[src/rtl/memory_access_pkg.sv]
// rtl/memory_access_pkg.sv - shared types and op helpers for the MEM stage
package memory_access_pkg;

  localparam int BUS_BYTES = 8;

  typedef enum logic [1:0] {
    MSIZE1 = 2'd0,
    MSIZE2 = 2'd1,
    MSIZE4 = 2'd2,
    MSIZE8 = 2'd3
  } msize_t;

  typedef enum logic [3:0] {
    OP_ALU = 4'd0,
    OP_LB  = 4'd1,
    OP_LH  = 4'd2,
    OP_LW  = 4'd3,
    OP_LD  = 4'd4,
    OP_LBU = 4'd5,
    OP_LHU = 4'd6,
    OP_LWU = 4'd7,
    OP_SB  = 4'd8,
    OP_SH  = 4'd9,
    OP_SW  = 4'd10,
    OP_SD  = 4'd11
  } decoded_op_t;

  typedef enum logic [1:0] {
    IDLE  = 2'd0,
    BUSY  = 2'd1,
    DRAIN = 2'd2
  } mem_state_t;

  typedef struct packed {
    decoded_op_t op;
    logic        regWrite;
    logic        csrWrite;
    logic        mem_is_store;
    logic        misalign;
  } control_t;

  typedef struct packed {
    logic [63:0] pc;
    control_t    ctl;
    logic [4:0]  dst;
    logic [63:0] mem_addr;
    logic [63:0] result;
    logic [11:0] csr_addr;
    logic [63:0] csr_result;
    logic        is_ecall;
    logic        is_mret;
  } execute_data_t;

  typedef struct packed {
    logic [63:0] pc;
    control_t    ctl;
    logic [4:0]  dst;
    logic [63:0] result;
    logic [11:0] csr_addr;
    logic [63:0] csr_result;
    logic        is_ecall;
    logic        is_mret;
  } memory_data_t;

  typedef struct packed {
    logic                 valid;
    logic [63:0]          addr;
    msize_t               size;
    logic [BUS_BYTES-1:0] strobe;
    logic [63:0]          data;
  } dbus_req_t;

  typedef struct packed {
    logic        addr_ok;
    logic        data_ok;
    logic [63:0] data;
  } dbus_resp_t;

  function automatic logic is_load(decoded_op_t op);
    return op inside {OP_LB, OP_LH, OP_LW, OP_LD, OP_LBU, OP_LHU, OP_LWU};
  endfunction

  function automatic logic is_store(decoded_op_t op);
    return op inside {OP_SB, OP_SH, OP_SW, OP_SD};
  endfunction

  function automatic msize_t op_msize(decoded_op_t op);
    case (op)
      OP_LB, OP_LBU, OP_SB: return MSIZE1;
      OP_LH, OP_LHU, OP_SH: return MSIZE2;
      OP_LW, OP_LWU, OP_SW: return MSIZE4;
      default:              return MSIZE8;
    endcase
  endfunction

  // Pass-through view of an EX bundle; the access-type flags are recomputed here, never trusted from EX.
  function automatic memory_data_t to_memory_data(execute_data_t e);
    memory_data_t m;
    m.pc               = e.pc;
    m.ctl.op           = e.ctl.op;
    m.ctl.regWrite     = e.ctl.regWrite;
    m.ctl.csrWrite     = e.ctl.csrWrite;
    m.ctl.mem_is_store = is_store(e.ctl.op);
    m.ctl.misalign     = 1'b0;
    m.dst              = e.dst;
    m.result           = e.result;
    m.csr_addr         = e.csr_addr;
    m.csr_result       = e.csr_result;
    m.is_ecall         = e.is_ecall;
    m.is_mret          = e.is_mret;
    return m;
  endfunction

endpackage

[src/rtl/memory_access_mem_align.sv]
// rtl/memory_access_mem_align.sv - store lane/strobe shaping, load extraction, misalign detect
import memory_access_pkg::*;

module mem_align (
  input  decoded_op_t  op,
  input  logic [2:0]   offset,
  input  logic [63:0]  storeData,
  input  logic [63:0]  loadData,
  output msize_t       size,
  output logic [7:0]   strobe,
  output logic [63:0]  storeLanes,
  output logic [63:0]  loadResult,
  output logic         misaligned
);

  logic [5:0]  shamt;
  logic [63:0] lane;
  logic [63:0] replicated;
  logic [7:0]  mask;

  assign shamt = {offset, 3'b000};
  assign lane  = loadData >> shamt;

  always_comb begin
    size       = op_msize(op);
    replicated = storeData;
    mask       = 8'hff;
    misaligned = 1'b0;
    unique case (size)
      MSIZE1: begin
        replicated = {8{storeData[7:0]}};
        mask       = 8'h01;
      end
      MSIZE2: begin
        replicated = {4{storeData[15:0]}};
        mask       = 8'h03;
        misaligned = offset[0];
      end
      MSIZE4: begin
        replicated = {2{storeData[31:0]}};
        mask       = 8'h0f;
        misaligned = |offset[1:0];
      end
      MSIZE8: begin
        replicated = storeData;
        mask       = 8'hff;
        misaligned = |offset;
      end
    endcase
    if (!(is_load(op) || is_store(op))) misaligned = 1'b0;
  end

  // Doubleword strobe stays full; narrower masks shift and anything past byte 7 falls off.
  always_comb begin
    strobe     = 8'h00;
    storeLanes = 64'd0;
    if (is_store(op)) begin
      strobe     = (size == MSIZE8) ? 8'hff : (mask << offset);
      storeLanes = replicated << shamt;
    end
  end

  always_comb begin
    loadResult = lane;
    case (op)
      OP_LB:   loadResult = {{56{lane[7]}}, lane[7:0]};
      OP_LH:   loadResult = {{48{lane[15]}}, lane[15:0]};
      OP_LW:   loadResult = {{32{lane[31]}}, lane[31:0]};
      OP_LBU:  loadResult = {56'd0, lane[7:0]};
      OP_LHU:  loadResult = {48'd0, lane[15:0]};
      OP_LWU:  loadResult = {32'd0, lane[31:0]};
      default: loadResult = lane;
    endcase
  end

endmodule

[src/rtl/memory_access.sv]
// rtl/memory_access.sv - MEM stage: one dbus transaction per load/store, stalls until data_ok
// Optional build macro MISALIGN_TRAP_EN turns misaligned accesses into a 1-cycle trap report.
import memory_access_pkg::*;

module memory_access (
  input  logic          clk,
  input  logic          reset,
  input  execute_data_t dataE,
  input  logic          valid_in,
  input  logic          flush,
  output dbus_req_t     dreq,
  input  dbus_resp_t    dresp,
  output logic          mem_stall,
  output memory_data_t  dataM,
  output logic          valid_out
);

  mem_state_t   state;
  memory_data_t pendM;
  logic [63:0]  reqAddr;
  msize_t       reqSize;
  logic [7:0]   reqStrobe;
  logic [63:0]  reqData;

  logic         idle;
  logic         isMemIn;
  logic         accept;
  logic         trapIn;
  logic         startReq;
  decoded_op_t  alignOp;
  logic [2:0]   alignOff;
  msize_t       alignSize;
  logic [7:0]   alignStrobe;
  logic [63:0]  alignLanes;
  logic [63:0]  alignLoad;
  logic         misaligned;
  memory_data_t retireM;
  memory_data_t trapM;

  assign idle    = (state == IDLE);
  assign isMemIn = is_load(dataE.ctl.op) || is_store(dataE.ctl.op);
  assign accept  = idle && valid_in && !flush;

  // One aligner: it shapes the incoming request in IDLE and extracts the load once the bus is busy.
  assign alignOp  = idle ? dataE.ctl.op : pendM.ctl.op;
  assign alignOff = idle ? dataE.mem_addr[2:0] : reqAddr[2:0];

  mem_align u_align (
    .op         (alignOp),
    .offset     (alignOff),
    .storeData  (dataE.result),
    .loadData   (dresp.data),
    .size       (alignSize),
    .strobe     (alignStrobe),
    .storeLanes (alignLanes),
    .loadResult (alignLoad),
    .misaligned (misaligned)
  );

`ifdef MISALIGN_TRAP_EN
  logic unusedBits;
  assign unusedBits = ^{dresp.addr_ok, dataE.ctl.mem_is_store, dataE.ctl.misalign};
  assign trapIn = isMemIn && misaligned;
  always_comb begin
    trapM              = to_memory_data(dataE);
    trapM.ctl.misalign = 1'b1;
    trapM.ctl.regWrite = 1'b0;
    trapM.result       = dataE.mem_addr;
  end
`else
  logic unusedBits;
  assign unusedBits = ^{dresp.addr_ok, dataE.ctl.mem_is_store, dataE.ctl.misalign, misaligned};
  assign trapIn = 1'b0;
  assign trapM  = to_memory_data(dataE);
`endif

  assign startReq  = accept && isMemIn && !trapIn;
  assign mem_stall = startReq || !idle;

  always_comb begin
    retireM = pendM;
    if (is_load(pendM.ctl.op)) retireM.result = alignLoad;
  end

  always_comb begin
    dreq = '0;
    if (!idle) begin
      dreq.valid  = 1'b1;
      dreq.addr   = reqAddr;
      dreq.size   = reqSize;
      dreq.strobe = reqStrobe;
      dreq.data   = reqData;
    end
  end

  always_ff @(posedge clk) begin
    if (reset) begin
      state     <= IDLE;
      pendM     <= '0;
      reqAddr   <= '0;
      reqSize   <= MSIZE1;
      reqStrobe <= '0;
      reqData   <= '0;
      dataM     <= '0;
      valid_out <= 1'b0;
    end else begin
      dataM     <= '0;
      valid_out <= 1'b0;
      case (state)
        IDLE: begin
          if (accept) begin
            if (trapIn) begin
              dataM     <= trapM;
              valid_out <= 1'b1;
            end else if (isMemIn) begin
              state     <= BUSY;
              pendM     <= to_memory_data(dataE);
              reqAddr   <= dataE.mem_addr;
              reqSize   <= alignSize;
              reqStrobe <= alignStrobe;
              reqData   <= alignLanes;
            end else begin
              dataM     <= to_memory_data(dataE);
              valid_out <= 1'b1;
            end
          end
        end
        BUSY: begin
          if (dresp.data_ok) begin
            state <= IDLE;
            if (!flush) begin
              dataM     <= retireM;
              valid_out <= 1'b1;
            end
          end else if (flush) begin
            state <= DRAIN;
          end
        end
        // Request stays up until the bus answers; the answer is thrown away.
        DRAIN: begin
          if (dresp.data_ok) state <= IDLE;
        end
        default: state <= IDLE;
      endcase
    end
  end

endmodule

[config.mk]
export PLATFORM = sky130hd
export DESIGN_NAME = memory_access
export DESIGN_NICKNAME = d
export VERILOG_FILES = /design/src/rtl/memory_access_pkg.sv /design/src/rtl/memory_access_mem_align.sv /design/src/rtl/memory_access.sv
export SDC_FILE = /design/constraint.sdc
export NUM_CORES = 1
export LEC_CHECK = 0
export CORE_MARGIN = 1
export CORE_UTILIZATION = 30
export DETAILED_ROUTE_END_ITERATION = 10
export GPL_TIMING_DRIVEN = 0
export PLACE_DENSITY = 0.63
export RECOVER_POWER = 50
export SLEW_MARGIN = 25
export SYNTH_ARGS = -nofsm -noshare
export SYNTH_HDL_FRONTEND = slang
export SYNTH_SLANG_ARGS = --single-unit
[constraint.sdc]
create_clock -name clk -period 4.1 [get_ports clk]
set_input_delay 0.82 -clock clk [delete_from_list [all_inputs] [get_ports clk]]
set_output_delay 0.82 -clock clk [all_outputs]
set_load 0.03 [all_outputs]
* After elaboration in Yosys (flattened, before gate mapping) *
Memory sizes are Yosys's and may differ from the RTL's.
Index checks and enable logic that the tools add are counted.

storage, ports and cells
  input bits = 353
  word-level logic and storage cells = 111
  output and inout port bits = 360
  bits in read-only memories = 32
  memories kept = 1
  bits in registers = 578

cells by class
  muxes and demuxes = 26
  reduce and logical (&&, ||, !) cells = 15
  shifts and indexed selects = 3
  equality and inequality tests = 37

memory list
  name              words  width  rd ports  clocked after Yosys merged registers in  write ports  RTL line                 RTL
  (name not given)  16     2      1         0                                        0            memory_access_pkg.sv:88  case (op)

operators with widths
  cell                                                              number
  219-bit 2-to-1 mux                                                4
  219-bit one-hot mux with 2 select lines                           1
  64-bit one-hot mux with 6 select lines                            1
  64-bit one-hot mux with 4 select lines                            1
  139-bit 2-to-1 mux                                                1
  64-bit 2-to-1 mux                                                 2
  64-bit by 6-bit left shift with 64-bit output                     1
  64-bit by 6-bit >> shifter with 64-bit output                     1
  4-bit by 3-bit == test with 1-bit output (second input constant)  11
  4-bit == test (second input constant)                             8
  8-bit one-hot mux with 4 select lines                             1
  4-bit by 2-bit == test with 1-bit output (second input constant)  6
  8-bit 2-to-1 mux                                                  2
  7-bit nonzero test                                                2
  4-bit by 1-bit == test with 1-bit output (second input constant)  3
  2-bit 2-to-1 mux                                                  5
  4-bit nonzero test                                                2
  8-bit by 3-bit left shift with 8-bit output                       1
  2-bit == test (second input constant)                             3
  2-bit one-hot mux with 3 select lines                             1
  2-bit by 1-bit == test with 1-bit output (second input constant)  2
  2-bit logical NOT                                                 2
  1-bit 2-to-1 mux                                                  4
  4-bit 2-to-1 mux                                                  1
  10 further kinds                                                  15

* Depth between registers and ports, before layout *
  word-level depth = 8
  depth in mapped cells = 17
  gate-level depth less buffers = 11

* Cells and area by module *
A second synthesis with hierarchy kept.

unflattened totals
  cells, all modules = 3,424
  area total of the unflattened synthesis = 29,094.2 µm²

modules (own cells, without submodules)
  module         seq. area each (µm²)  instances  cells each  area each (µm²)
  memory_access  11,551.1              1          2,621       24,065.6
  mem_align      0.0                   1          803         5,028.6

* Least setup slack after synthesis *
Ideal clock, no wire load.

  path type = input to register
  from = input dataE[215] (netlist bit)
  to = register reqData[63]
  setup time = 0.122 ns
  setup slack = 0.570 ns
  arrival time = 3.408 ns
  cell stages on the path = 13
  buffers on the path = 3
  data required time = 3.978 ns
  cells stage by stage = or3b_1 > nand2_1 > inv_1 > ha_1 > buf_1 > a2111o_1 > o21a_2 > buf_6 > buf_6 > mux2_1 > o221a_1 > a32oi_1 > o21ai_1

between the ends
  word-level cells in the longest chain between the ends = 6
  elaborated cells between the ends (all ways) = 29
  classes of those cells = eq/ne: 18; shift: 1; mux: 3; reduce/logical: 6; memory: 1

RTL lines
  element                                        RTL line                       RTL
  start: declaration                             memory_access.sv:8             input execute_data_t dataE,
  4-bit 2-to-1 mux                               memory_access.sv:45            assign alignOp = idle ? dataE.ctl.op : pendM.ctl.op;
  memory 16 x 2 bit                              n/a
  2-bit == test, or another cell as far along    memory_access_mem_align.sv:29  unique case (size)
  64-bit one-hot mux with 4 select lines         memory_access_mem_align.sv:29
  64-bit by 6-bit left shift with 64-bit output  memory_access_mem_align.sv:59  storeLanes = replicated << shamt;
  64-bit 2-to-1 mux                              memory_access_mem_align.sv:57  if (is_store(op)) begin
  end signal: assignment                         memory_access.sv:121           reqData <= alignLanes;
  end: declaration                               memory_access.sv:23            logic [63:0] reqData;

Several ways; a longest one is shown, not always the timed one. The select of a mux whose other input is x is not followed.
A chain may end at the register's enable or synchronous reset.

* Final worst setup path *
  from = input dataE[142] (netlist bit)
  to = register reqData[41]

between the ends
  word-level cells in the longest chain between the ends = 3

RTL lines
  element                                        RTL line                       RTL
  3-bit 2-to-1 mux                               memory_access.sv:46            assign alignOff = idle ? dataE.mem_addr[2:0] : reqAddr[2:0];
  64-bit by 6-bit left shift with 64-bit output  memory_access_mem_align.sv:59
  64-bit 2-to-1 mux                              memory_access_mem_align.sv:57

No other way between the ends.

==> summary.md <==
| Metric | Value |
|---|---|
| CP Cell Sequence | `clkdlybuf4s50_1 -> a21oi_2 -> buf_2 -> buf_2 -> clkdlybuf4s15_1 -> clkbuf_1 -> a21oi_1 -> o211ai_1 -> nand2_1` |
| Layout Nets | `4,404` |
| Gate Count Post-Synth | `3,271` |
| Max-slew violation count | `0` |
| Post-synth EDFFs | `0` |
| Arr. time, crit path | `4.58 ns` |
| Status | `completed` |
| Die Y | `293 um` |
| Clock latency on the worst-skew pair | `0.62 ns` |
| Final Skew | `0.0231 ns` |
| Register Area | `0.0116 mm^2` |
| Post-synth net total | `3,628` |
| Met1 Track Usage GR | `0.407` |
| M3 GR Usage | `0.0851` |
| Max Clk Rate | `245 MHz` |
| Final Cycle Share | `0.996` |
| Slew HR | `0.239` |
| Gr busiest metal | `met2` |
| Total power | `14.8 mW` |
| Worst VDD drop | `0.000298 V` |
| Max H-tree Level | `3` |
| Placed wire-length estimate | `108 mm` |
| Via Count | `28,485` |
| Routing usage on met2 | `0.483` |
| CTS tree | `yes` |
| Synth Area in Simple Gates | `0.218` |
| Least-Margin Pin Slew | `1.14 ns` |
| WL/cell | `26.6 um` |
| CP peak stage delay | `0.83 ns` |
| Pleak | `13.7 nW` |
| PortBufs | `702` |
| Worst min path class | `reg -> reg` |
| Mux contribution to synthesized area | `0.0400` |
| Most frequent cells in the layout | `820 x nand2_1, 577 x dfxtp_1, 483 x clkdlybuf4s50_1, 437 x a21oi_1, 293 x nor2_1` |
| Synthesized flop and latch total | `577` |
| Cell family contributing the most delay on the critical path | `buffers and inverters` |
| Initial Utilization | `0.304` |
| CTS Hold Buffers Added | `0` |
| First-pass GRT wire length | `195 mm` |
| I/O pins | `713` |
| Starting DRT DRC Count | `3,047` |
| Worst Path Required | `4.60 ns` |
| Via/cell ratio | `5.43` |
| Critical path buffer and inverter count | `5` |
| Ys Warns | `0` |
| Commonest non-fill, non-tap cell in the layout | `nand2_1` |
| Area grow syn2layout | `43.4%` |
| Setup TNS | `0 ns` |
| Die ar. | `0.0859 mm^2` |
| Final Hold Fails | `0` |
| Maxcap violations | `0` |
| CTS max path bufs | `3` |
| Worst hold slack | `0.434 ns` |
| Root buffer cell | `clkbuf_16` |
| Residual DRC | `0` |
| GP Congestion | `1.05` |
| Core Util, Final | `0.435` |
| Post-Synth Adder-Cell Area | `0.00241` |
| Mapped Area | `0.0254 mm^2` |
| Mapped Avg Cell Area | `7.77 um^2` |
| Clk sink count | `577` |
| Slowest CP cell | `clkdlybuf4s15_1` |
| Reg clk slew, reported paths | `0.06 ns` |
| Final Non-Filler Cells | `5,244` |
| Critical path class | `in -> reg` |
| Main combinational cell family by area after synthesis | `compound AO/OA/AOI/OAI gates` |
| Total Wirelength | `140 mm` |
| CP most frequent cell | `buf_2` |
| Critical Path Start Type | `input port` |
| Setup violators final | `0` |
| Pre-antenna DRT Iters | `8` |
| Cell Rows | `106` |
| Max FO, Critical Path | `10` |
| Grt ovf | `0` |
| Multi-input logic area | `0.0128 mm^2` |
| Placed insts | `5,107` |
| GRT Util Overall | `0.312` |
| Share of post-route cells with drive strength above 1 | `0.0566` |
| Synth Area in Compound Gates | `0.236` |
| Num CTS Buffers | `68` |
| Crit path time final | `4.08 ns` |
| FFs w/ async S/R, synth | `0` |
| Initial antenna violation count | `16` |
| Pwr dens | `406 mW/mm^2` |
| Largest net degree at the start of global routing | `14` |
| Distinct cells, synth | `85` |
| Core area | `0.0837 mm^2` |
| Sequential fraction of the synthesis area | `0.455` |
| Remaining antenna violation count after routing | `0` |
| Synth Area in XOR/XNOR | `0.00108` |
| Vias in the first global route | `27,095` |
| Die X | `293 um` |
| Final-layout fill cell count | `8,589` |
| Ys flop type | `dfxtp_1` |
| Setup crit end kind | `flop` |
## what timing repair did
action                     4_1_cts  5_1_grt
resized for setup               26       33
pin swaps                        3        4
buffers inserted                 4        3
setup endpoints to repair      173       70
## power breakdown
part	total (mW)	switching (mW)	internal, mW
Clock	6.33	2.60	3.73
Combinational	2.64	1.76	0.882
Sequential	5.84	0.0749	5.77
## flip-flops by register name (all words and copies together) (netlist names)
register   flops
state          2
dataM        218
reqStrobe      8
valid_out      1
reqSize        2
reqData       64
pendM        218
reqAddr       64
## metrics by stage
stage | worst slack, ns | instance area (um^2)
2_1_floorplan | 0.570 | 25400
3_3_place_gp | -1.36 | 33900
3_5_place_dp | -1.36 | 33900
4_1_cts | 0.00696 | 36300
5_1_grt | -0.0106 | 36400
6_report | 0.0157 | 36400
## cell families (layout without fill, tap and decap cells)
logic type | Yosys count | in the layout
compound gates | 960 | 960
mux | 85 | 85
flops | 577 | 577
other cells | 1 | 15
simple gates | 1334 | 1334
buf+inv | 308 | 1133
xor+xnor | 1 | 1
fa+ha+maj | 5 | 5
## per-layer routing
| layer | wire [um] | part of all wire |
|---|---|---|
| met5 | 0 | 0 |
| met4 | 5940 | 0.043 |
| met2 | 61700 | 0.44 |
| met3 | 14000 | 0.10 |
| met1 | 58000 | 0.42 |
## worst paths after layout
kind	slack (ns)	from	cells after the start	to
max	0.02	dataE[142]	9	reqData[41]$_SDFFE_PP0P_
min	0.43	reqData[41]$_SDFFE_PP0P_	2	reqData[41]$_SDFFE_PP0P_
max reg2reg	0.04	state[0]$_SDFFE_PP0P_	10	reqData[41]$_SDFFE_PP0P_
min reg2reg	0.43	reqData[41]$_SDFFE_PP0P_	2	reqData[41]$_SDFFE_PP0P_
## cells in the mapped netlist (all sizes together) (4+ instances only)
| cell type | instances | area [um^2] |
|---|---|---|
| ha | 4 | 50.1 |
| a22oi | 173 | 1300 |
| clkbuf | 256 | 961 |
| nand3b | 4 | 30.0 |
| o22a | 6 | 52.6 |
| o21ai | 131 | 678 |
| inv | 9 | 33.8 |
| a21oi | 442 | 2240 |
| a211oi | 16 | 125 |
| a2111oi | 6 | 58.8 |
| mux2 | 24 | 282 |
| o31ai | 8 | 65.1 |
| o21a | 6 | 46.3 |
| o22ai | 21 | 131 |
| nor3 | 20 | 105 |
| o211ai | 14 | 120 |
| or3 | 8 | 50.1 |
| a211o | 5 | 43.8 |
| and2 | 138 | 863 |
| a32o | 12 | 120 |
| mux2i | 51 | 510 |
| a31oi | 23 | 144 |
| nand3 | 22 | 110 |
| mux4 | 10 | 225 |
| a221oi | 19 | 166 |
| nand2b | 5 | 31.3 |
| dfxtp | 577 | 11600 |
| a2bb2oi | 5 | 43.8 |
| a22o | 6 | 52.6 |
| nor2 | 297 | 1120 |
| buf | 43 | 234 |
| o32ai | 5 | 43.8 |
| a21o | 7 | 52.6 |
| o221ai | 33 | 295 |
| nand2 | 823 | 3090 |
## area by class of cell
class / count / area share
tap: 1134 / 0.0389
timing repair buffer: 709 / 0.195
buffer: 296 / 0.0335
sequential: 577 / 0.317
clock inverter: 29 / 0.0112
antenna: 14 / 0.000961
inverter: 9 / 0.000996
multi-input combinational: 2386 / 0.351
clock buffer: 90 / 0.0520
## worst min-delay path: cells and delay by family (launching register included)
family	cells	cell delay, ns
DFF	1	0.30
and+or+nand+nor	2	0.09
Power figures use the tool's default switching activity.
